<file path="src/rtl/dds_cmd_ctrl.sv">
// UART command decoder for a DDS core: parses HDR/CMD/4xDATA/CHK frames and
// loads the frequency, phase and waveform configuration registers.
module dds_cmd_ctrl #(
  parameter int unsigned TIMEOUT_CYC = 100000,
  parameter logic [7:0]  HDR         = 8'hAA
) (
  input  logic        clk,
  input  logic        rst_n,
  input  logic [7:0]  rx_data,
  input  logic        rx_dong_sig,
  output logic [31:0] freq_word,
  output logic [11:0] phase_word,
  output logic [1:0]  wave_sel,
  output logic        cfg_update,
  output logic        frame_err
);

  localparam int unsigned CW = (TIMEOUT_CYC > 1) ? $clog2(TIMEOUT_CYC) : 1;
  localparam logic [CW-1:0] TMO_LAST = CW'(TIMEOUT_CYC - 1);

  typedef enum logic [1:0] {IDLE, CMD, DATA, CHK} state_e;

  state_e        state_q;
  logic [7:0]    cmd_q;
  logic [7:0]    acc_q;
  logic [31:0]   shift_q;
  logic [1:0]    cnt_q;
  logic [CW-1:0] tmo_q;
  logic [31:0]   freq_q;
  logic [11:0]   phase_q;
  logic [1:0]    wave_q;
  logic          cfg_update_q;
  logic          frame_err_q;

  logic [31:0]   shift_d;
  logic [7:0]    acc_d;

  always_comb begin
    shift_d = {shift_q[23:0], rx_data};
    acc_d   = acc_q ^ rx_data;
  end

  always_ff @(posedge clk or negedge rst_n) begin
    if (!rst_n) begin
      state_q      <= IDLE;
      cmd_q        <= '0;
      acc_q        <= '0;
      shift_q      <= '0;
      cnt_q        <= '0;
      tmo_q        <= '0;
      freq_q       <= '0;
      phase_q      <= '0;
      wave_q       <= '0;
      cfg_update_q <= 1'b0;
      frame_err_q  <= 1'b0;
    end else begin
      cfg_update_q <= 1'b0;
      frame_err_q  <= 1'b0;

      // A byte arriving on the last count wins over the timeout.
      if (state_q == IDLE || rx_dong_sig) begin
        tmo_q <= '0;
      end else if (tmo_q == TMO_LAST) begin
        tmo_q       <= '0;
        state_q     <= IDLE;
        frame_err_q <= 1'b1;
      end else begin
        tmo_q <= tmo_q + 1'b1;
      end

      if (rx_dong_sig) begin
        case (state_q)
          IDLE: begin
            if (rx_data == HDR) state_q <= CMD;
          end
          CMD: begin
            cmd_q   <= rx_data;
            acc_q   <= rx_data;
            cnt_q   <= '0;
            state_q <= DATA;
          end
          DATA: begin
            shift_q <= shift_d;
            acc_q   <= acc_d;
            cnt_q   <= cnt_q + 2'd1;
            if (cnt_q == 2'd3) state_q <= CHK;
          end
          CHK: begin
            state_q <= IDLE;
            if (rx_data != acc_q) begin
              frame_err_q <= 1'b1;
            end else begin
              case (cmd_q)
                8'h01: begin
                  freq_q       <= shift_q;
                  cfg_update_q <= 1'b1;
                end
                8'h02: begin
                  phase_q      <= shift_q[11:0];
                  cfg_update_q <= 1'b1;
                end
                8'h03: begin
                  wave_q       <= shift_q[1:0];
                  cfg_update_q <= 1'b1;
                end
                default: frame_err_q <= 1'b1;
              endcase
            end
          end
          default: state_q <= IDLE;
        endcase
      end
    end
  end

  assign freq_word  = freq_q;
  assign phase_word = phase_q;
  assign wave_sel   = wave_q;
  assign cfg_update = cfg_update_q;
  assign frame_err  = frame_err_q;

endmodule

</file>
<file path="config.mk">
export PLATFORM = sky130hd
export DESIGN_NAME = dds_cmd_ctrl
export DESIGN_NICKNAME = d
export VERILOG_FILES = /design/src/rtl/dds_cmd_ctrl.sv
export SDC_FILE = /design/constraint.sdc
export NUM_CORES = 1
export LEC_CHECK = 0
export CAP_MARGIN = 20
export CELL_PAD_IN_SITES_DETAIL_PLACEMENT = 1
export CELL_PAD_IN_SITES_GLOBAL_PLACEMENT = 1
export CORE_AREA = 2 2 113 115
export DETAILED_ROUTE_END_ITERATION = 7
export DIE_AREA = 0 0 115 117
export PLACE_DENSITY = 0.73
export SETUP_SLACK_MARGIN = 0.5
export SLEW_MARGIN = 25
export SYNTH_ARGS = -nofsm -noshare
export SYNTH_HDL_FRONTEND = slang
export SYNTH_SLANG_ARGS = --single-unit
</file>
<file path="constraint.sdc">
create_clock -name clk -period 2 [get_ports clk]
set_input_delay 0.3 -clock clk [delete_from_list [all_inputs] [get_ports clk]]
set_output_delay 0.3 -clock clk [all_outputs]
set_load 0.01 [all_outputs]
</file>
After elaboration in Yosys (flattened, before gate mapping). Index checks and enable logic that the tools add are counted.

Bits in registers: 117. Logic and storage cells: 55. Output and inout port bits: 48. Input port bits: 11.

Reduce and logical (&&, ||, !) cells: 10. Add/sub/neg operators: 2. Eq/ne operators: 10. Mux-type cells: 20. Bitwise gates (word level): 2.

Operators with widths (count): 17-bit two-way mux (2); 17-bit by 1-bit adder with 17-bit output, second input constant (1); 17-bit equality test, second input constant (1); 8-bit by 2-bit equality test with 1-bit output, second input constant (2); 8-bit one-hot mux with 2 select lines (1); 4-bit AND reduction (3); 1-bit two-way mux (10); 2-bit two-way mux (5); 8-bit by 1-bit equality test with 1-bit output, second input constant (1); 8-bit equality test, second input constant (1); 8-bit != test (1); 2-bit one-hot mux with 4 select lines (1); 8-bit XOR (1); 2-bit equality test, second input constant (3); 2-bit AND reduction (3); 2-bit one-hot mux with 2 select lines (1); 3-bit OR reduction (1); 2-bit by 1-bit adder with 2-bit output, second input constant (1); 2-bit by 1-bit equality test with 1-bit output, second input constant (1); 2-bit logical NOT (1); 2-bit nonzero test (1); 1-bit logical OR (1); 1-bit NOT (1).

Depth between registers and ports, before layout. Gate-level depths: netlist of the first run.

Depth after elaboration: 7. Mapped depth: 8. Mapped depth without buffers: 6.

Worst setup path before layout of the first run. Ideal clock, no wire load.

Path kind: reg2reg. Start point: register cmd_q[5]. End point: register freq_q[10] (netlist: freq_word[10]). Stages on the path, launching flop included: 6. Arrival: 1.730 ns. Setup slack: 0.145 ns. Library setup time: 0.125 ns. Required time: 1.875 ns. Cell sequence: dfrtp_1 > nor4_1 > nand2_1 > nor4_4 > buf_6 > mux2_2.

Cells in the longest elaborated chain, start to end: 2.

Ends and longest elaborated chain: from (decl) (line 24) `logic [7:0] cmd_q;`; from (signal assigned) (line 77) `cmd_q <= rx_data;`; 8-bit by 1-bit equality test with 1-bit output (line 93) `case (cmd_q)`; 4-bit AND reduction (no source line); to (signal assigned) (line 95) `freq_q <= shift_q;`; to (decl) (line 29) `logic [31:0] freq_q;`.

No other way between the ends. A chain may end at the register's enable or synchronous reset.

Final worst setup path of the first run.
Start point: register cmd_q[6]. End point: register freq_q[29] (netlist: freq_word[29]).

Same word-level chain as after synthesis.

==> flow_metrics.env, run 1 <==
export IMPL_numPortBuffers=58
export IMPL_worstPathArrival_ps=2410
export IMPL_worst_path_dominant_cell_family="simple AND/OR/NAND/NOR gates"
export IMPL_critical_path_cell_chain="nor4_4 > nand2_2 > nor4_4 > buf_4 > buf_12 > buf_12 > mux2_4"
export IMPL_finalSetupViolCount=29
export IMPL_power_internal_uw=6725
export IMPL_wire_length_of_the_first_global_routing_pass_um=24770
export IMPL_critical_path_max_fanout=6
export IMPL_status="finished with violations"
export IMPL_slew_viol_final=0
export IMPL_h_tree_depth=4
export IMPL_post_synthesis_cell_type_count=35
export IMPL_clk_path_buf_depth=2
export IMPL_timing_max_cap_violations=0
export IMPL_post_route_period_util=1.048
export IMPL_yosysWarningCount=0
export IMPL_vertical_extent_of_the_die_um=117
export IMPL_clock_tree_root_cell="sky130_fd_sc_hd__clkbuf_16"
export IMPL_design_portCount=59
export IMPL_placedInstanceArea_um2=5967
export IMPL_largest_net_degree_at_the_start_of_global_routing=45
export IMPL_fin_worst_skew_ps=14.43
export IMPL_unrepaired_setup_endpoints_after_global_routing="yes"
export IMPL_design_die_area_um2=13460
export IMPL_overflow=0
export IMPL_gate_count_of_the_mapped_netlist=366
export IMPL_numClockSinks=117
export IMPL_cellPowerDensity_nw_per_um2=1230
export IMPL_fmax_mhz=476.9
export IMPL_synth_seq_area_share=0.5938
export IMPL_synth_register_bits=117
export IMPL_gp_congestion=0.8000
export IMPL_power_sequential_fraction=0.356
export IMPL_crit_path_buffers_inverters=3
export IMPL_floorplan_core_area_um2=12310
export IMPL_via_count=3778
export IMPL_postRouteWirelength_um=18470
export IMPL_die_w_um=115
export IMPL_antenna_found_initial=0
export IMPL_timing_slew_headroom=0.6368
export IMPL_postSynthNetCount=383
export IMPL_path_class="flop to flop"
export IMPL_clock_latency_ps=440
export IMPL_n_antenna_cell=0
export IMPL_syn_avg_cell_area_um2=13.47
export IMPL_crit_path_max_incr_delay_ps=420
export IMPL_initial_utilization=0.4005
export IMPL_power_share_combinational=0.316
export IMPL_syn_area_um2=4931
export IMPL_stdcell_area_um2=8080
export IMPL_cts_made_buffers=17
export IMPL_area_growth_pct=63.87
export IMPL_rows=41
export IMPL_grt_pass1_vias=4153
export IMPL_power_share_switching=0.3235
export IMPL_violated_checks="setup timing"
export IMPL_final_layout_size_suffix_gt1_frac=0.5717
export IMPL_dp_final_hpwl_um=7670
export IMPL_slowest_stage="sky130_fd_sc_hd__dfrtp_1"
export IMPL_power_switching_uw=3217
export IMPL_sort_of_element_at_the_start_of_the_critical_path="flop"
export IMPL_layout_common_cells="sky130_fd_sc_hd__dfrtp_1, sky130_fd_sc_hd__mux2_4, sky130_fd_sc_hd__buf_4"
export IMPL_layout_setup_ws_ps=-96.98
export IMPL_cts_tree="yes"
export IMPL_crit_path_end_kind="flop"
export IMPL_number_of_enable_flip_flop_cells_after_synthesis=0
export IMPL_vdd_ir_drop_worst_v=0.0009397
export IMPL_cp_required_ps=2310
export IMPL_tightestPinTransition_ps=544.9
export IMPL_grt_total_usage=0.2529
export IMPL_antenna_violating_nets_post_route=0
export IMPL_wl_per_cell_um=27.16
export IMPL_finalPower_uw=9942
export IMPL_finalNetCount=534
export IMPL_clock_power_share=0.329
export IMPL_clk_transition_reported_paths_ps=70
export IMPL_total_drc_errors_in_the_routed_layout=0
export IMPL_avgViaCountPerCell=5.556
export IMPL_drt_pre_antenna_iters=4
export IMPL_synthArstFlopShare=1.000
export IMPL_final_common_cell="sky130_fd_sc_hd__dfrtp_1"
export IMPL_worstHoldPathType="input pin to asynchronous set/reset pin"
export IMPL_hold_viol=0
export IMPL_first_iter_violations=174
export IMPL_total_leakage_power_uw=0.003832
export IMPL_min_period_ps=2097
export IMPL_count_of_filler_cells_inserted_in_the_layout=1114
export IMPL_synth_top_flop_cell="sky130_fd_sc_hd__dfrtp_1"
==> synth_stat cells, drive strengths merged, types with 4 or more instances <==
cell type	count	share of area
buf	7	0.011
inv	6	0.0046
a21oi	14	0.014
ha	6	0.015
clkbuf	5	0.0038
a311oi	8	0.014
o21ai	4	0.0041
nor4	9	0.016
xor2	4	0.0071
nor2	28	0.021
or3	6	0.0076
nand4	10	0.013
nand3	6	0.0061
nand2	12	0.0091
dfrtp	117	0.59
xnor2	16	0.028
mux2	88	0.20
==> cell type report <==
| cell class | count | area (um2) | share of cell area |
|---|---|---|---|
| Clock buffer | 20 | 466.7 | 0.05776 |
| Clock inverter | 12 | 152.6 | 0.01889 |
| Inverter | 6 | 30.03 | 0.003716 |
| Multi-Input combinational cell | 233 | 2805 | 0.3472 |
| Sequential cell | 117 | 2945 | 0.3645 |
| Tap cell | 150 | 187.7 | 0.02323 |
| Timing Repair Buffer | 142 | 1493 | 0.1847 |
==> power by group through the flow <==
stage / Clock (uW) / Combinational, uW / Sequential, uW
floorplan: 0 / 1150 / 3220
global placement: 0 / 1470 / 3340
detailed placement: 0 / 1550 / 3390
CTS: 3220 / 2410 / 3390
global route: 3400 / 3300 / 3580
finish: 3270 / 3140 / 3530
==> final timing paths <==
check,slack [ps],depth (start not counted),to,from
setup / recovery,-100,7,freq_word[29],cmd_q[6]
hold / removal,390,2,phase_word[7],rst_n
setup reg to reg,-100,7,freq_word[29],cmd_q[6]
hold reg to reg,510,1,freq_word[22],freq_word[22]
max in group asynchronous,980,3,freq_word[2],rst_n
min in group clk,510,1,freq_word[22],freq_word[22]
==> state kept, by name, summed over array words and instances, names as in the netlist <==
register,cells
wave_sel,2
freq_word,32
shift_q,32
cnt_q,2
frame_err,1
acc_q,8
cfg_update,1
state_q,2
tmo_q,17
phase_word,12
cmd_q,8
==> timing repair <==
action,in CTS,in global routing
gates cloned,7,2
setup buffers,39,16
setup endpoints to repair,162,115
resized for setup,141,118
pin swaps,23,24
hold buffers,1,0
endpoints found under the hold margin,34,0
==> cell families (layout without fill, tap and decap cells) <==
kind of cell               after synthesis  after routing  share of synthesized area
adders and majority gates                6              6                    0.01522
AOI/OAI and AO/OA                       27             27                    0.03400
xor gates and xnor gates                20             20                    0.03552
buffers and inverters                   18            180                    0.01903
and+or+nand+nor                         90             92                     0.1015
DFF                                    117            117                     0.5938
muxes                                   88             88                     0.2010
==> layer usage <==
metal | GRT usage | up-vias | routed length, um
li1 | - | 1631 | -
met1 | 0.3008 | 2012 | 7479
met2 | 0.4588 | 102 | 10000
met3 | 0.04840 | 33 | 504
met4 | 0.08996 | 0 | 485
met5 | 0 | - | 0
==> stage by stage <==
stage / setup WS (ps) / std cells / util / hold WS, ps / setup TNS (ps)
3_5_place_dp: -387.0 / 583 / 0.4847 / 313.1 / -16080
3_3_place_gp: -340.8 / 583 / 0.4847 / 310.0 / -14440
5_1_grt: -175.3 / 680 / 0.6563 / 427.8 / -5555
2_1_floorplan: 171.3 / 366 / - / 4.409 / 0
4_1_cts: 35.60 / 662 / 0.6017 / 409.4 / 0
6_report: -96.98 / 680 / 0.6563 / 394.5 / -1690
Note: power is estimated with default switching activity, not from simulation.
==> run 2, diff against run 1 <==
CTS_CLUSTER_DIAMETER = 60   (was unset)
CTS_CLUSTER_SIZE = 28   (was unset)
==> results of run 2 <==
Final layout, timing and power as in run 1 (identical DEF).
==> run 3, diff against run 2 <==
ABC_CLOCK_PERIOD_IN_PS = 2000   (was unset)
GPL_ROUTABILITY_DRIVEN = 0   (was unset)
==> results of run 3 <==
Final layout, timing and power as in run 1 (identical DEF).
